$ cat config.mk
export PLATFORM = sky130hd
export DESIGN_NAME = seg_display_ctrl_flat
export DESIGN_NICKNAME = d
export VERILOG_FILES = /design/src/rtl/seg_display_ctrl_if.sv /design/src/rtl/seg_display_ctrl.sv /design/src/flat_wrapper.sv
export SDC_FILE = /design/constraint.sdc
export NUM_CORES = 1
export LEC_CHECK = 0
export BUFFER_PORTS_ARGS = -buffer_cell sky130_fd_sc_hd__clkbuf_2
export CELL_PAD_IN_SITES_DETAIL_PLACEMENT = 1
export CELL_PAD_IN_SITES_GLOBAL_PLACEMENT = 2
export CORE_UTILIZATION = 33
export CTS_CLUSTER_DIAMETER = 200
export DETAILED_ROUTE_END_ITERATION = 7
export PLACE_DENSITY_LB_ADDON = 0.15
export SLEW_MARGIN = 20
export SYNTH_ARGS = -nofsm -noshare
export SYNTH_HDL_FRONTEND = slang
export SYNTH_SLANG_ARGS = --single-unit
$ cat constraint.sdc
create_clock -name clk -period 2.9 [get_ports clk]
set_clock_uncertainty 0.1 [all_clocks]
set_input_delay 0.29 -clock clk [delete_from_list [all_inputs] [get_ports clk]]
set_output_delay 0.29 -clock clk [all_outputs]
set_load 0.02 [all_outputs]
$ cat src/rtl/seg_display_ctrl_if.sv
// -----------------------------------------------------------------------------
// seg_display_ctrl_if
// Purpose : Memory-mapped request/acknowledge bus used by seg_display_ctrl.
// Signals : iomem_valid  - request from the bus master
//           iomem_ready  - one-cycle acknowledge from the slave
//           iomem_wstrb  - byte write strobes, all zero for a read
//           iomem_addr   - byte address
//           iomem_wdata  - write data
//           iomem_rdata  - registered read data from the slave
// -----------------------------------------------------------------------------
interface seg_display_ctrl_if;
    logic        iomem_valid;
    logic        iomem_ready;
    logic [3:0]  iomem_wstrb;
    logic [31:0] iomem_addr;
    logic [31:0] iomem_wdata;
    logic [31:0] iomem_rdata;

    modport master (
        output iomem_valid, iomem_wstrb, iomem_addr, iomem_wdata,
        input  iomem_ready, iomem_rdata
    );

    modport slave (
        input  iomem_valid, iomem_wstrb, iomem_addr, iomem_wdata,
        output iomem_ready, iomem_rdata
    );
endinterface

$ cat src/rtl/seg_display_ctrl.sv
// -----------------------------------------------------------------------------
// seg_display_ctrl
// Purpose : Multiplexed 7-segment display controller with a bus-visible
//           register file (DATA, CTRL, STATUS), a seconds timebase and two
//           synchronised switch inputs.
// Ports   : clk            - single clock, all flops on its rising edge
//           resetn         - synchronous active-low reset
//           bus            - slave side of the iomem request/acknowledge bus
//           up_down_in     - asynchronous switch, visible in STATUS[1]
//           start_stop_in  - asynchronous switch, visible in STATUS[2]
//           comm           - digit commons, active-low, one digit at a time
//           seg            - segments, active-high, bit6=g .. bit0=a
//           colon          - colon drive, active-high
// Registers (iomem_addr[3:2]):
//           0 DATA   - one hex nibble per digit, byte-strobed
//           1 CTRL   - [0] EN, [1] BLINK, [2] COLON_AUTO, [3] COLON_VAL,
//                      [15:8] per-digit blank mask
//           2 STATUS - [0] sec_toggle, [1] up_down, [2] start_stop,
//                      [31:16] seconds counter; read-only
//           3 reserved, reads zero
// -----------------------------------------------------------------------------
module seg_display_ctrl #(
    parameter int          NUM_DIGITS  = 4,
    parameter int          REFRESH_DIV = 3840,
    parameter int          SEC_DIV     = 16000000,
    parameter logic [7:0]  BASE_ADDR   = 8'h05
) (
    input  logic                   clk,
    input  logic                   resetn,
    seg_display_ctrl_if.slave      bus,
    input  logic                   up_down_in,
    input  logic                   start_stop_in,
    output logic [NUM_DIGITS-1:0]  comm,
    output logic [6:0]             seg,
    output logic                   colon
);

    localparam int IDX_W  = (NUM_DIGITS > 1) ? $clog2(NUM_DIGITS) : 1;
    localparam int SEC_W  = $clog2(SEC_DIV);
    localparam int REF_W  = $clog2(REFRESH_DIV);
    localparam int DATA_W = 4 * NUM_DIGITS;

    // Shifting a 32-bit one by 32 yields zero, so the mask is all ones for 8 digits.
    localparam logic [31:0] DATA_MASK = (32'd1 << DATA_W) - 32'd1;
    localparam logic [31:0] CTRL_MASK = 32'h0000_FF0F;

    localparam logic [1:0] REG_DATA   = 2'd0;
    localparam logic [1:0] REG_CTRL   = 2'd1;
    localparam logic [1:0] REG_STATUS = 2'd2;

    localparam logic [SEC_W-1:0] SEC_RELOAD = SEC_W'(SEC_DIV - 1);
    localparam logic [REF_W-1:0] REF_RELOAD = REF_W'(REFRESH_DIV - 1);
    localparam logic [IDX_W-1:0] IDX_LAST   = IDX_W'(NUM_DIGITS - 1);

    // Bus-side state
    logic                  r_ready;
    logic [31:0]           r_rdata;
    logic [31:0]           r_data;
    logic [31:0]           r_ctrl;

    // Switch synchronisers
    logic                  r_ud_meta;
    logic                  r_ud_sync;
    logic                  r_ss_meta;
    logic                  r_ss_sync;

    // Timebase
    logic [SEC_W-1:0]      r_sec_cnt;
    logic                  r_sec_toggle;
    logic [15:0]           r_seconds;
    logic [REF_W-1:0]      r_ref_cnt;
    logic [IDX_W-1:0]      r_idx;

    // Registered display outputs
    logic [NUM_DIGITS-1:0] r_comm;
    logic [6:0]            r_seg;
    logic                  r_colon;

    // Combinational helpers
    logic                  w_sel;
    logic                  w_wr;
    logic [1:0]            w_reg;
    logic [31:0]           w_byte_mask;
    logic [31:0]           w_rd_data;
    logic [7:0]            w_blank_mask;
    logic                  w_blank;
    logic                  w_visible;
    logic [3:0]            w_nibble;
    logic                  w_unused_addr;

    // Only the base byte and the register field of the address are decoded.
    assign w_unused_addr = ^{bus.iomem_addr[23:4], bus.iomem_addr[1:0]};

    // A request already being acknowledged must not be taken a second time.
    assign w_sel = bus.iomem_valid && !r_ready && (bus.iomem_addr[31:24] == BASE_ADDR);
    assign w_wr  = w_sel && (bus.iomem_wstrb != 4'b0000);
    assign w_reg = bus.iomem_addr[3:2];

    assign w_byte_mask = {{8{bus.iomem_wstrb[3]}}, {8{bus.iomem_wstrb[2]}},
                          {8{bus.iomem_wstrb[1]}}, {8{bus.iomem_wstrb[0]}}};

    // NOTE: every signal assigned in always_comb gets a default first so no
    // path through the case can leave it holding a value (no latch).
    always_comb begin
        w_rd_data = 32'h0;
        case (w_reg)
            REG_DATA:   w_rd_data = r_data;
            REG_CTRL:   w_rd_data = r_ctrl;
            REG_STATUS: w_rd_data = {r_seconds, 13'h0, r_ss_sync, r_ud_sync, r_sec_toggle};
            default:    w_rd_data = 32'h0;
        endcase
    end

    function automatic logic [6:0] hex_font(input logic [3:0] nib);
        logic [6:0] pat;
        pat = 7'h00;
        case (nib)
            4'h0: pat = 7'h3F;
            4'h1: pat = 7'h06;
            4'h2: pat = 7'h5B;
            4'h3: pat = 7'h4F;
            4'h4: pat = 7'h66;
            4'h5: pat = 7'h6D;
            4'h6: pat = 7'h7D;
            4'h7: pat = 7'h07;
            4'h8: pat = 7'h7F;
            4'h9: pat = 7'h6F;
            4'hA: pat = 7'h77;
            4'hB: pat = 7'h7C;
            4'hC: pat = 7'h39;
            4'hD: pat = 7'h5E;
            4'hE: pat = 7'h79;
            4'hF: pat = 7'h71;
            default: pat = 7'h00;
        endcase
        return pat;
    endfunction

    assign w_blank_mask = r_ctrl[15:8];
    assign w_blank      = w_blank_mask[r_idx];
    assign w_nibble     = r_data[{r_idx, 2'b00} +: 4];
    // BLINK hides every digit during the half-second where sec_toggle is low.
    assign w_visible    = r_ctrl[0] && !w_blank && !(r_ctrl[1] && !r_sec_toggle);

    // NOTE: sequential state uses non-blocking assignments only, so every flop
    // samples pre-edge values and the order of statements does not matter.
    always_ff @(posedge clk) begin
        if (!resetn) begin
            r_ready <= 1'b0;
            r_rdata <= 32'h0;
            r_data  <= 32'h0;
            r_ctrl  <= 32'h0;
        end else begin
            r_ready <= w_sel;
            if (w_sel) begin
                r_rdata <= w_rd_data;
            end
            if (w_wr) begin
                case (w_reg)
                    REG_DATA: r_data <= ((r_data & ~w_byte_mask) |
                                         (bus.iomem_wdata & w_byte_mask)) & DATA_MASK;
                    REG_CTRL: r_ctrl <= ((r_ctrl & ~w_byte_mask) |
                                         (bus.iomem_wdata & w_byte_mask)) & CTRL_MASK;
                    default: ;
                endcase
            end
        end
    end

    always_ff @(posedge clk) begin
        if (!resetn) begin
            r_ud_meta <= 1'b0;
            r_ud_sync <= 1'b0;
            r_ss_meta <= 1'b0;
            r_ss_sync <= 1'b0;
        end else begin
            r_ud_meta <= up_down_in;
            r_ud_sync <= r_ud_meta;
            r_ss_meta <= start_stop_in;
            r_ss_sync <= r_ss_meta;
        end
    end

    // Seconds timebase and digit scan; both counters count down and reload.
    always_ff @(posedge clk) begin
        if (!resetn) begin
            r_sec_cnt    <= SEC_RELOAD;
            r_sec_toggle <= 1'b1;
            r_seconds    <= 16'h0;
            r_ref_cnt    <= REF_RELOAD;
            r_idx        <= '0;
        end else begin
            if (r_sec_cnt == '0) begin
                r_sec_cnt    <= SEC_RELOAD;
                r_sec_toggle <= ~r_sec_toggle;
                r_seconds    <= r_seconds + 16'd1;
            end else begin
                r_sec_cnt <= r_sec_cnt - 1'b1;
            end

            if (r_ref_cnt == '0) begin
                r_ref_cnt <= REF_RELOAD;
                r_idx     <= (r_idx == IDX_LAST) ? '0 : r_idx + 1'b1;
            end else begin
                r_ref_cnt <= r_ref_cnt - 1'b1;
            end
        end
    end

    // Display outputs are registered from current state, so a register write
    // or a tick shows up one cycle after the edge that caused it.
    always_ff @(posedge clk) begin
        if (!resetn) begin
            r_comm  <= '1;
            r_seg   <= 7'h00;
            r_colon <= 1'b0;
        end else begin
            if (w_visible) begin
                r_comm <= ~(NUM_DIGITS'(1) << r_idx);
                r_seg  <= hex_font(w_nibble);
            end else begin
                r_comm <= '1;
                r_seg  <= 7'h00;
            end
            r_colon <= r_ctrl[0] & (r_ctrl[2] ? r_sec_toggle : r_ctrl[3]);
        end
    end

    assign bus.iomem_ready = r_ready;
    assign bus.iomem_rdata = r_rdata;
    assign comm            = r_comm;
    assign seg             = r_seg;
    assign colon           = r_colon;

endmodule

$ cat src/flat_wrapper.sv
// flat-port wrapper written by rule: the top's interface ports become plain ports
module seg_display_ctrl_flat 
#(
    parameter int          NUM_DIGITS  = 4,
    parameter int          REFRESH_DIV = 3840,
    parameter int          SEC_DIV     = 16000000,
    parameter logic [7:0]  BASE_ADDR   = 8'h05
)
  (clk, resetn, up_down_in, start_stop_in, comm, seg, colon, bus_iomem_valid, bus_iomem_wstrb, bus_iomem_addr, bus_iomem_wdata, bus_iomem_ready, bus_iomem_rdata);
  seg_display_ctrl_if bus_i ();
  input  logic clk;
  input  logic resetn;
  input  logic up_down_in;
  input  logic start_stop_in;
  output logic [NUM_DIGITS-1:0] comm;
  output logic [6:0] seg;
  output logic colon;
  input wire logic [$bits(bus_i.iomem_valid)-1:0] bus_iomem_valid;
  input wire logic [$bits(bus_i.iomem_wstrb)-1:0] bus_iomem_wstrb;
  input wire logic [$bits(bus_i.iomem_addr)-1:0] bus_iomem_addr;
  input wire logic [$bits(bus_i.iomem_wdata)-1:0] bus_iomem_wdata;
  output wire logic [$bits(bus_i.iomem_ready)-1:0] bus_iomem_ready;
  output wire logic [$bits(bus_i.iomem_rdata)-1:0] bus_iomem_rdata;
  assign bus_i.iomem_valid = bus_iomem_valid;
  assign bus_i.iomem_wstrb = bus_iomem_wstrb;
  assign bus_i.iomem_addr = bus_iomem_addr;
  assign bus_i.iomem_wdata = bus_iomem_wdata;
  assign bus_iomem_ready = bus_i.iomem_ready;
  assign bus_iomem_rdata = bus_i.iomem_rdata;
  seg_display_ctrl #(.NUM_DIGITS(NUM_DIGITS), .REFRESH_DIV(REFRESH_DIV), .SEC_DIV(SEC_DIV), .BASE_ADDR(BASE_ADDR)) u_core (.clk(clk), .resetn(resetn), .bus(bus_i), .up_down_in(up_down_in), .start_stop_in(start_stop_in), .comm(comm), .seg(seg), .colon(colon));
endmodule
== Word-level counts from Yosys, hierarchy flattened ==
Memories as Yosys holds them, arrays and structs flattened. A register that Yosys moved wholly into a read port is not among the register bits.
Index checks and enable logic that the tools add are counted.

* Bits of input ports: 73
* Bits in read-only memories: 112
* Memories kept: 1
* Logic and storage cells: 62
* Register bits: 125

* Reductions and logical operators: 20
* $add $sub $neg: 4
* Shifts and indexed selects: 2
* Bitwise logic cells: 10
* Eq/ne operators: 4
* Magnitude comparators: 1
* Muxes and demuxes: 5

{| class="wikitable"
|+ Memories
! memory !! depth !! width !! rd ports !! clocked after Yosys merged registers in !! wr ports !! line !! RTL
|-
| (name not given) || 16 || 7 || 1 || 1 || 0 || seg_display_ctrl.sv:117 || <nowiki>case (nib)</nowiki>
|}

{| class="wikitable"
|+ Operator list
! cell !! count
|-
| 32-bit one-hot mux with 3 select lines || 1
|-
| 16-bit AND || 3
|-
| 16-bit OR || 2
|-
| 32-bit by 5-bit indexed part select with 4-bit output || 1
|-
| 24-bit logical NOT || 1
|-
| 24-bit by 1-bit subtractor with 24-bit output, second input constant || 1
|-
| 16-bit by 1-bit adder with 16-bit output, second input constant || 1
|-
| 16-bit inverter || 1
|-
| 12-bit logical NOT || 1
|-
| 12-bit by 1-bit subtractor with 12-bit output, second input constant || 1
|-
| 8-bit by 3-bit == test with 1-bit output, second input constant || 1
|-
| 1-bit logical AND || 6
|-
| 2-bit AND reduction || 3
|-
| 1-bit logical NOT || 5
|-
| 2-bit == test, second input constant || 2
|-
| 2-bit by 4-bit less-than comparator with 1-bit output, second input constant || 1
|-
| 4-bit inverter || 1
|-
| 4-bit nonzero test || 1
|-
| 2-bit OR reduction || 2
|-
| 1-bit by 2-bit left shift with 4-bit output, first input constant || 1
|-
| 2-bit by 1-bit adder with 2-bit output, second input constant || 1
|-
| 1-bit binary-select mux with 2-bit select || 1
|-
| 2-bit by 1-bit == test with 1-bit output, second input constant || 1
|-
| 2-bit logical NOT || 1
|-
| 4 further kinds || 6
|}

== Depth between registers and ports, before layout ==
Gate-level depths: netlist of run 1.

* Depth after elaboration: 7
* Depth in mapped cells: 9

== Worst setup path after synthesis of run 1 ==
No wires, ideal clock.

* Path type: register to register
* Start: reg u_core.r_sec_cnt[0]
* End: reg u_core.r_seconds[10]
* Setup slack: 0.356 ns
* Data arrival time: 2.372 ns
* Library setup time: 0.072 ns
* Stages on the path, launching flop included: 10
* Data required time: 2.728 ns
* Cells stage by stage: dfxtp_1 inv_1 ha_1 or4b_1 clkbuf_1 or4_1 buf_2 buf_6 nor4_1 mux2i_1

* Cells in the longest elaborated chain, start to end: 1

{| class="wikitable"
|+ RTL lines
! item !! line !! RTL
|-
| from (decl) || seg_display_ctrl.sv:68 || <nowiki>logic [SEC_W-1:0] r_sec_cnt;</nowiki>
|-
| from (signal assigned) || seg_display_ctrl.sv:198 || <nowiki>r_sec_cnt <= r_sec_cnt - 1'b1;</nowiki>
|-
| 24-bit logical NOT || seg_display_ctrl.sv:193 || <nowiki>if (r_sec_cnt == '0) begin</nowiki>
|-
| to (signal assigned) || seg_display_ctrl.sv:196 || <nowiki>r_seconds <= r_seconds + 16'd1;</nowiki>
|-
| to (decl) || seg_display_ctrl.sv:70 || <nowiki>logic [15:0] r_seconds;</nowiki>
|}

Every way passes these cells.
A chain may end at the register's enable or synchronous reset.

== Final worst setup path of run 1 ==
* Start: reg u_core.r_sec_cnt[0]
* End: reg u_core.r_seconds[12]

The elaborated chain is that of the path after synthesis.

==> results_dict.tcl, run 1 <==
set metrics [dict create \
    status "complete, no violations" \
    timing.fmax_mhz 370 \
    detail-route-antenna-nets 0 \
    post_dp_cell_area_mm2 0.00660 \
    met1Wirelength_mm 6.78 \
    cts_tree "yes" \
    antennaDiodeCount 0 \
    layout.nets 822 \
    startpoint_type "register" \
    cp_slowest_cell "or4_1" \
    slowest_delay_ns 0.59 \
    syn_area_mm2 0.00598 \
    pre_cts_ws_ns 0.200 \
    synth_cell_types 50 \
    gr-usage-all-layers 0.179 \
    swShare 0.203 \
    final_hold_viol_count 0 \
    routed.top_layer "met4" \
    synth_flop_cell "dfxtp_1" \
    cap_violations 0 \
    p_clk_frac 0.556 \
    ys_warn_count 0 \
    die_area_mm2 0.0187 \
    setup_violations 0 \
    synth_seq_area_share 0.442 \
    combPwrFrac 0.027 \
    cts_max_path_buffers 2 \
    p_int_uw 3500 \
    synth.avg_cell_area_um2 9.07 \
    leakagePower_uw 0.00280 \
    drc 0 \
    critPathMaxFanout 23 \
    overflow 0 \
    cts_buffers 17 \
    critPathKind "register to register" \
    final.period_utilization 0.931 \
    wire_per_inst_um 16.2 \
    start_util 0.342 \
    clk_latency_ns 0.42 \
    crit_chain "inv_1 -> ha_1 -> or4b_1 -> or4_1 -> buf_4 -> nor4_1 -> mux2i_1" \
    die_height_um 137 \
    drt_iter0_drc 193 \
    worst_hold_path_type "primary input to register" \
    grt_pass1_vias 5291 \
    io_pins 118 \
    slew_headroom 0.357 \
    clock-root-buffer "clkbuf_16" \
    routed_via_density 5.22 \
    wl_met3_um 433 \
    vias 5065 \
    place.port_buffers 77 \
    rows 48 \
    setup_tns_ns 0 \
    grt_setup_unrepaired "no" \
    synth_edf_count 0 \
    design_area_mm2 0.00731 \
    worst_slack_ns 0.200 \
    htreeDepth 4 \
    worst_ep_arrival_time_ns 2.94 \
    async_flop_share 0 \
    synthToLayoutAreaGrowth_pct 22.3 \
    synth_fp_nets 747 \
    drive_above_1_share 0.193 \
    crit_path_end_kind "register" \
    post-dp-hpwl_mm 11.5 \
    tightestPinTransition_ns 0.965 \
    grt_max_degree 51 \
    critical_path_required_ns 3.14 \
    cts.sink_count 132 \
    p_sw_uw 890 \
    gp_congestion 0.805 \
    wl_met2_mm 8.41 \
    synth_seq_cells 132 \
    slew_violations 0 \
    grt_antenna_before_repair 0 \
    final_cell_mix "dfxtp_1 (132), nand2_1 (102), clkbuf_2 (77)" \
    fp.coreArea_mm2 0.0175 \
    min_period_ns 2.70 \
    peakVddDrop_mv 0.348 \
    first_pass_iters 4 \
    layout_commonest_cell "dfxtp_1" \
    cts_setup_buffers 0 \
    synthCells 659 \
    p_seq_frac 0.417 \
    grt_pass1_wl_mm 25.8 \
    die_width_um 137 \
    clk_pin_slew_worst_paths_ns 0.06 \
    power.density_mw_per_mm2 601 \
    routed_wl_mm 15.8 \
]
[through the flow]
step	hold slack, ns	power [uW]	std cells	util
floorplan	0.279	1940	659	-
global placement	0.289	1980	936	0.377
detailed placement	0.310	1990	936	0.377
CTS	0.00000722	4450	971	0.418
global route	0.00626	4560	971	0.418
finish	0.00648	4390	971	0.418
[synth_stat cells, types with 2 or more instances]
library cell / n / area share
a211oi_1: 5 / 0.0063
or4b_1: 2 / 0.0033
and4_1: 3 / 0.0044
and2_1: 8 / 0.0084
clkinv_1: 2 / 0.0013
nor4_1: 17 / 0.018
or4_1: 9 / 0.011
and3_1: 3 / 0.0031
nor3b_1: 7 / 0.0088
mux4_2: 6 / 0.023
buf_2: 2 / 0.0017
nor4b_1: 2 / 0.0029
buf_6: 2 / 0.0038
nand2b_1: 17 / 0.018
nand2_1: 102 / 0.064
ha_1: 15 / 0.031
or2_2: 3 / 0.0031
o41ai_1: 5 / 0.0073
a21oi_1: 40 / 0.033
clkbuf_1: 37 / 0.023
o221a_2: 2 / 0.0038
o211ai_1: 2 / 0.0025
o311ai_0: 2 / 0.0029
mux2_2: 5 / 0.0094
nor2b_1: 3 / 0.0031
inv_1: 10 / 0.0063
a211o_1: 2 / 0.0029
nor2_1: 37 / 0.023
o21ai_0: 7 / 0.0059
nor4_2: 2 / 0.0042
nand3_1: 33 / 0.028
nor3_1: 9 / 0.0075
mux2i_1: 56 / 0.094
xnor2_1: 18 / 0.026
xor2_1: 7 / 0.010
nand4_1: 11 / 0.012
or3_1: 16 / 0.017
dfxtp_1: 132 / 0.44
o31ai_1: 6 / 0.0075
a311oi_1: 2 / 0.0029
[power by group through the flow]
stage	combinational [uW]	clock, uW	sequential [uW]
global route	133	2600	1830
finish	118	2440	1830
detailed placement	117	0	1870
CTS	122	2490	1830
floorplan	67.5	0	1870
global placement	113	0	1870
[final timing paths]
check | start | endpoint | slack [ns] | cells past startpoint
worst min register to register | u_core.r_ref_cnt[0] | u_core.r_ref_cnt[0] | 0.32 | 1
worst max-delay path | u_core.r_sec_cnt[0] | u_core.r_seconds[12] | 0.20 | 7
worst min-delay path | bus_iomem_wdata[6] | register | 0.006 | 3
worst max register to register | u_core.r_sec_cnt[0] | u_core.r_seconds[12] | 0.20 | 7
[cells by family after synthesis]
kind of cell / after synthesis / share of synthesized area
simple gates: 290 / 0.248
flops: 132 / 0.442
compound gates: 76 / 0.0789
mux: 67 / 0.126
buf+inv: 54 / 0.0368
xor+xnor: 25 / 0.0366
fa+ha+maj: 15 / 0.0314
[critical path, delay by kind of cell, from the launching register on]
kind | cells | cell delay [ns]
adders and majority gates | 1 | 0.20
buffers and inverters | 2 | 0.32
DFF | 1 | 0.34
muxes | 1 | 0.25
and+or+nand+nor | 3 | 1.41
[metal layers]
layer / vias up / GRT usage
met5: - / 0
met3: 11 / 0.0459
met1: 2512 / 0.203
met2: 60 / 0.325
li1: 2482 / -
met4: 0 / 0.0593
[what timing repair did]
item	4_1_cts	5_1_grt
hold buffers	4	0
setup endpoints to repair	0	0
hold endpoints to repair	4	0
resized for setup	0	0
[layout make-up]
cell class | count | area (um2)
Clock buffer | 19 | 443
Clock inverter | 12 | 229
Fill cell | 2024 | 10200
Inverter | 12 | 45.0
Multi-Input combinational cell | 473 | 3110
Sequential cell | 132 | 2640
Tap cell | 225 | 282
Timing Repair Buffer | 98 | 553
Power figures use the tool's default switching activity.
==> run 2: changes to the inputs <==
--- a/config.mk
+++ b/config.mk
@@ -8,7 +8,8 @@
 export BUFFER_PORTS_ARGS = -buffer_cell sky130_fd_sc_hd__clkbuf_2
 export CELL_PAD_IN_SITES_DETAIL_PLACEMENT = 1
 export CELL_PAD_IN_SITES_GLOBAL_PLACEMENT = 2
-export CORE_UTILIZATION = 33
+export CORE_UTILIZATION = 34
+export CTS_BUF_LIST = sky130_fd_sc_hd__clkbuf_8
 export CTS_CLUSTER_DIAMETER = 200
 export DETAILED_ROUTE_END_ITERATION = 7
 export PLACE_DENSITY_LB_ADDON = 0.15
==> results_dict.tcl, run 2 (same netlist as run 1, synthesis figures left out) <==
set metrics [dict create \
    pre_cts_ws_ns 0.292 \
    clk_latency_ns 0.45 \
    final_cells 982 \
    worst_slack_ns 0.296 \
    gr-usage-all-layers 0.180 \
    post_dp_cell_area_mm2 0.00661 \
    design_area_mm2 0.00716 \
    path_buf_inv 2 \
    vias 5057 \
    cts-resized-gates 0 \
    slowest_delay_ns 0.56 \
    min_period_ns 2.60 \
    critical_path_required_ns 3.19 \
    total_power_uw 3630 \
    die_width_um 135 \
    grt_pass1_vias 5148 \
    drive_above_1_share 0.194 \
    drt_iter0_drc 182 \
    slew_violations 0 \
    antennaDiodeCount 0 \
    power.density_mw_per_mm2 507 \
    detail-route-antenna-nets 0 \
    start_util 0.347 \
    gp_congestion 0.754 \
    p_clk_frac 0.461 \
    slew_headroom 0.332 \
    fillers 2034 \
    setup_tns_ns 0 \
    worst_ep_arrival_time_ns 2.89 \
    timing.fmax_mhz 384 \
    status "complete, no violations" \
    post-dp-hpwl_mm 11.1 \
    final.period_utilization 0.898 \
    crit_family "simple AND/OR/NAND/NOR gates" \
    r2r-start "u_core.r_sec_cnt[0]" \
    crit_path_end_kind "register" \
    min_from "bus_iomem_wdata[14]" \
    critPathMaxFanout 24 \
    critPathKind "register to register" \
    layout.nets 832 \
    grt_max_degree 51 \
    grt_antenna_before_repair 0 \
    wire_per_inst_um 15.8 \
    layout_commonest_cell "dfxtp_1" \
    critical_path.startpoint "u_core.r_sec_cnt[0]" \
    swShare 0.229 \
    first_pass_iters 4 \
    overflow 0 \
    htreeDepth 4 \
    cts.sink_count 132 \
    clock-root-buffer "clkbuf_8" \
    startpoint_type "register" \
    die_area_mm2 0.0181 \
    grt_pass1_wl_mm 25.5 \
    synthToLayoutAreaGrowth_pct 19.7 \
    p_sw_uw 831 \
    clk_pin_slew_worst_paths_ns 0.08 \
    p_int_uw 2800 \
    routed_via_density 5.15 \
    cts_max_path_buffers 2 \
    rows 48 \
    setup_violations 0 \
    die_height_um 135 \
    final_hold_viol_count 0 \
    cts_buffers 17 \
    crit_chain "inv_1 -> ha_1 -> or4b_1 -> or4_1 -> buf_4 -> nor4b_1 -> mux2i_1" \
    leakagePower_uw 0.00273 \
    peakVddDrop_mv 0.290 \
    fp.coreArea_mm2 0.0172 \
    final_cell_mix "dfxtp_1 (132), nand2_1 (102), clkbuf_2 (77)" \
    worst_hold_path_type "primary input to register" \
    tightestPinTransition_ns 1.00 \
    cp_slowest_cell "or4_1" \
    drc 0 \
    cts_tree "yes" \
    place.port_buffers 77 \
    grt_setup_unrepaired "no" \
    placed_cells_incl_taps 938 \
    combPwrFrac 0.035 \
    p_seq_frac 0.504 \
    cap_violations 0 \
    io_pins 118 \
    routed_wl_mm 15.5 \
]
[run 2: cell count changes in the layout (fill, tap and decap cells not counted), sizes merged]
cell	change
buf	+2
clkbuf	-2
bufinv	-2
clkinvlp	+2
clkinv	+2
dlygate4sd3	+8
inv	+1
[run 2: cell type report]
cell class / instances / area, um2 / share of cell area
Clock buffer: 17 / 234 / 0.0327
Timing Repair Buffer: 108 / 648 / 0.0906
Clock inverter: 15 / 190 / 0.0266
Inverter: 12 / 45.0 / 0.00629
Sequential cell: 132 / 2640 / 0.369
Tap cell: 225 / 282 / 0.0393
Multi-Input combinational cell: 473 / 3110 / 0.435
[run 2: worst reg2reg max path, delay by kind of cell, from the launching register on]
kind,cells,cell delay [ns]
multiplexers,1,0.21
flip-flops,1,0.34
buffers and inverters,2,0.32
AND/OR/NAND/NOR,3,1.38
adder cells (fa/ha/maj),1,0.20
[run 2: repair_timing]
item                                   in CTS  in global routing
endpoints found under the hold margin      18                  0
setup buffers                               0                  0
hold buffers                               12                  0
[run 2: layer usage]
layer / global-route usage / vias up / wire (um)
met2: 0.317 / 61 / 7820
met3: 0.0368 / 29 / 359
met1: 0.212 / 2471 / 6940
li1: - / 2496 / -
met5: 0 / - / 0
met4: 0.0799 / 0 / 368
[run 2: per-stage QoR]
stage / util / hold WS, ns
floorplan: - / 0.279
global placement: 0.384 / 0.288
detailed placement: 0.384 / 0.309
CTS: 0.415 / 0.0124
global route: 0.415 / 0.0159
finish: 0.415 / 0.0296
[run 2: power by group through the flow]
stage | Sequential (uW) | Combinational (uW) | Clock [uW]
detailed placement | 1870 | 117 | 0
global placement | 1870 | 114 | 0
global route | 1830 | 142 | 1820
floorplan | 1870 | 67.5 | 0
CTS | 1830 | 131 | 1730
finish | 1830 | 127 | 1670
[run 2: worst paths after layout]
check	endpoint	slack [ns]	depth (start not counted)
worst max register to register	u_core.r_seconds[7]	0.30	7
worst min-delay path	register	0.03	3
worst min register to register	u_core.r_sec_cnt[0]	0.32	1
worst max-delay path	u_core.r_seconds[7]	0.30	7
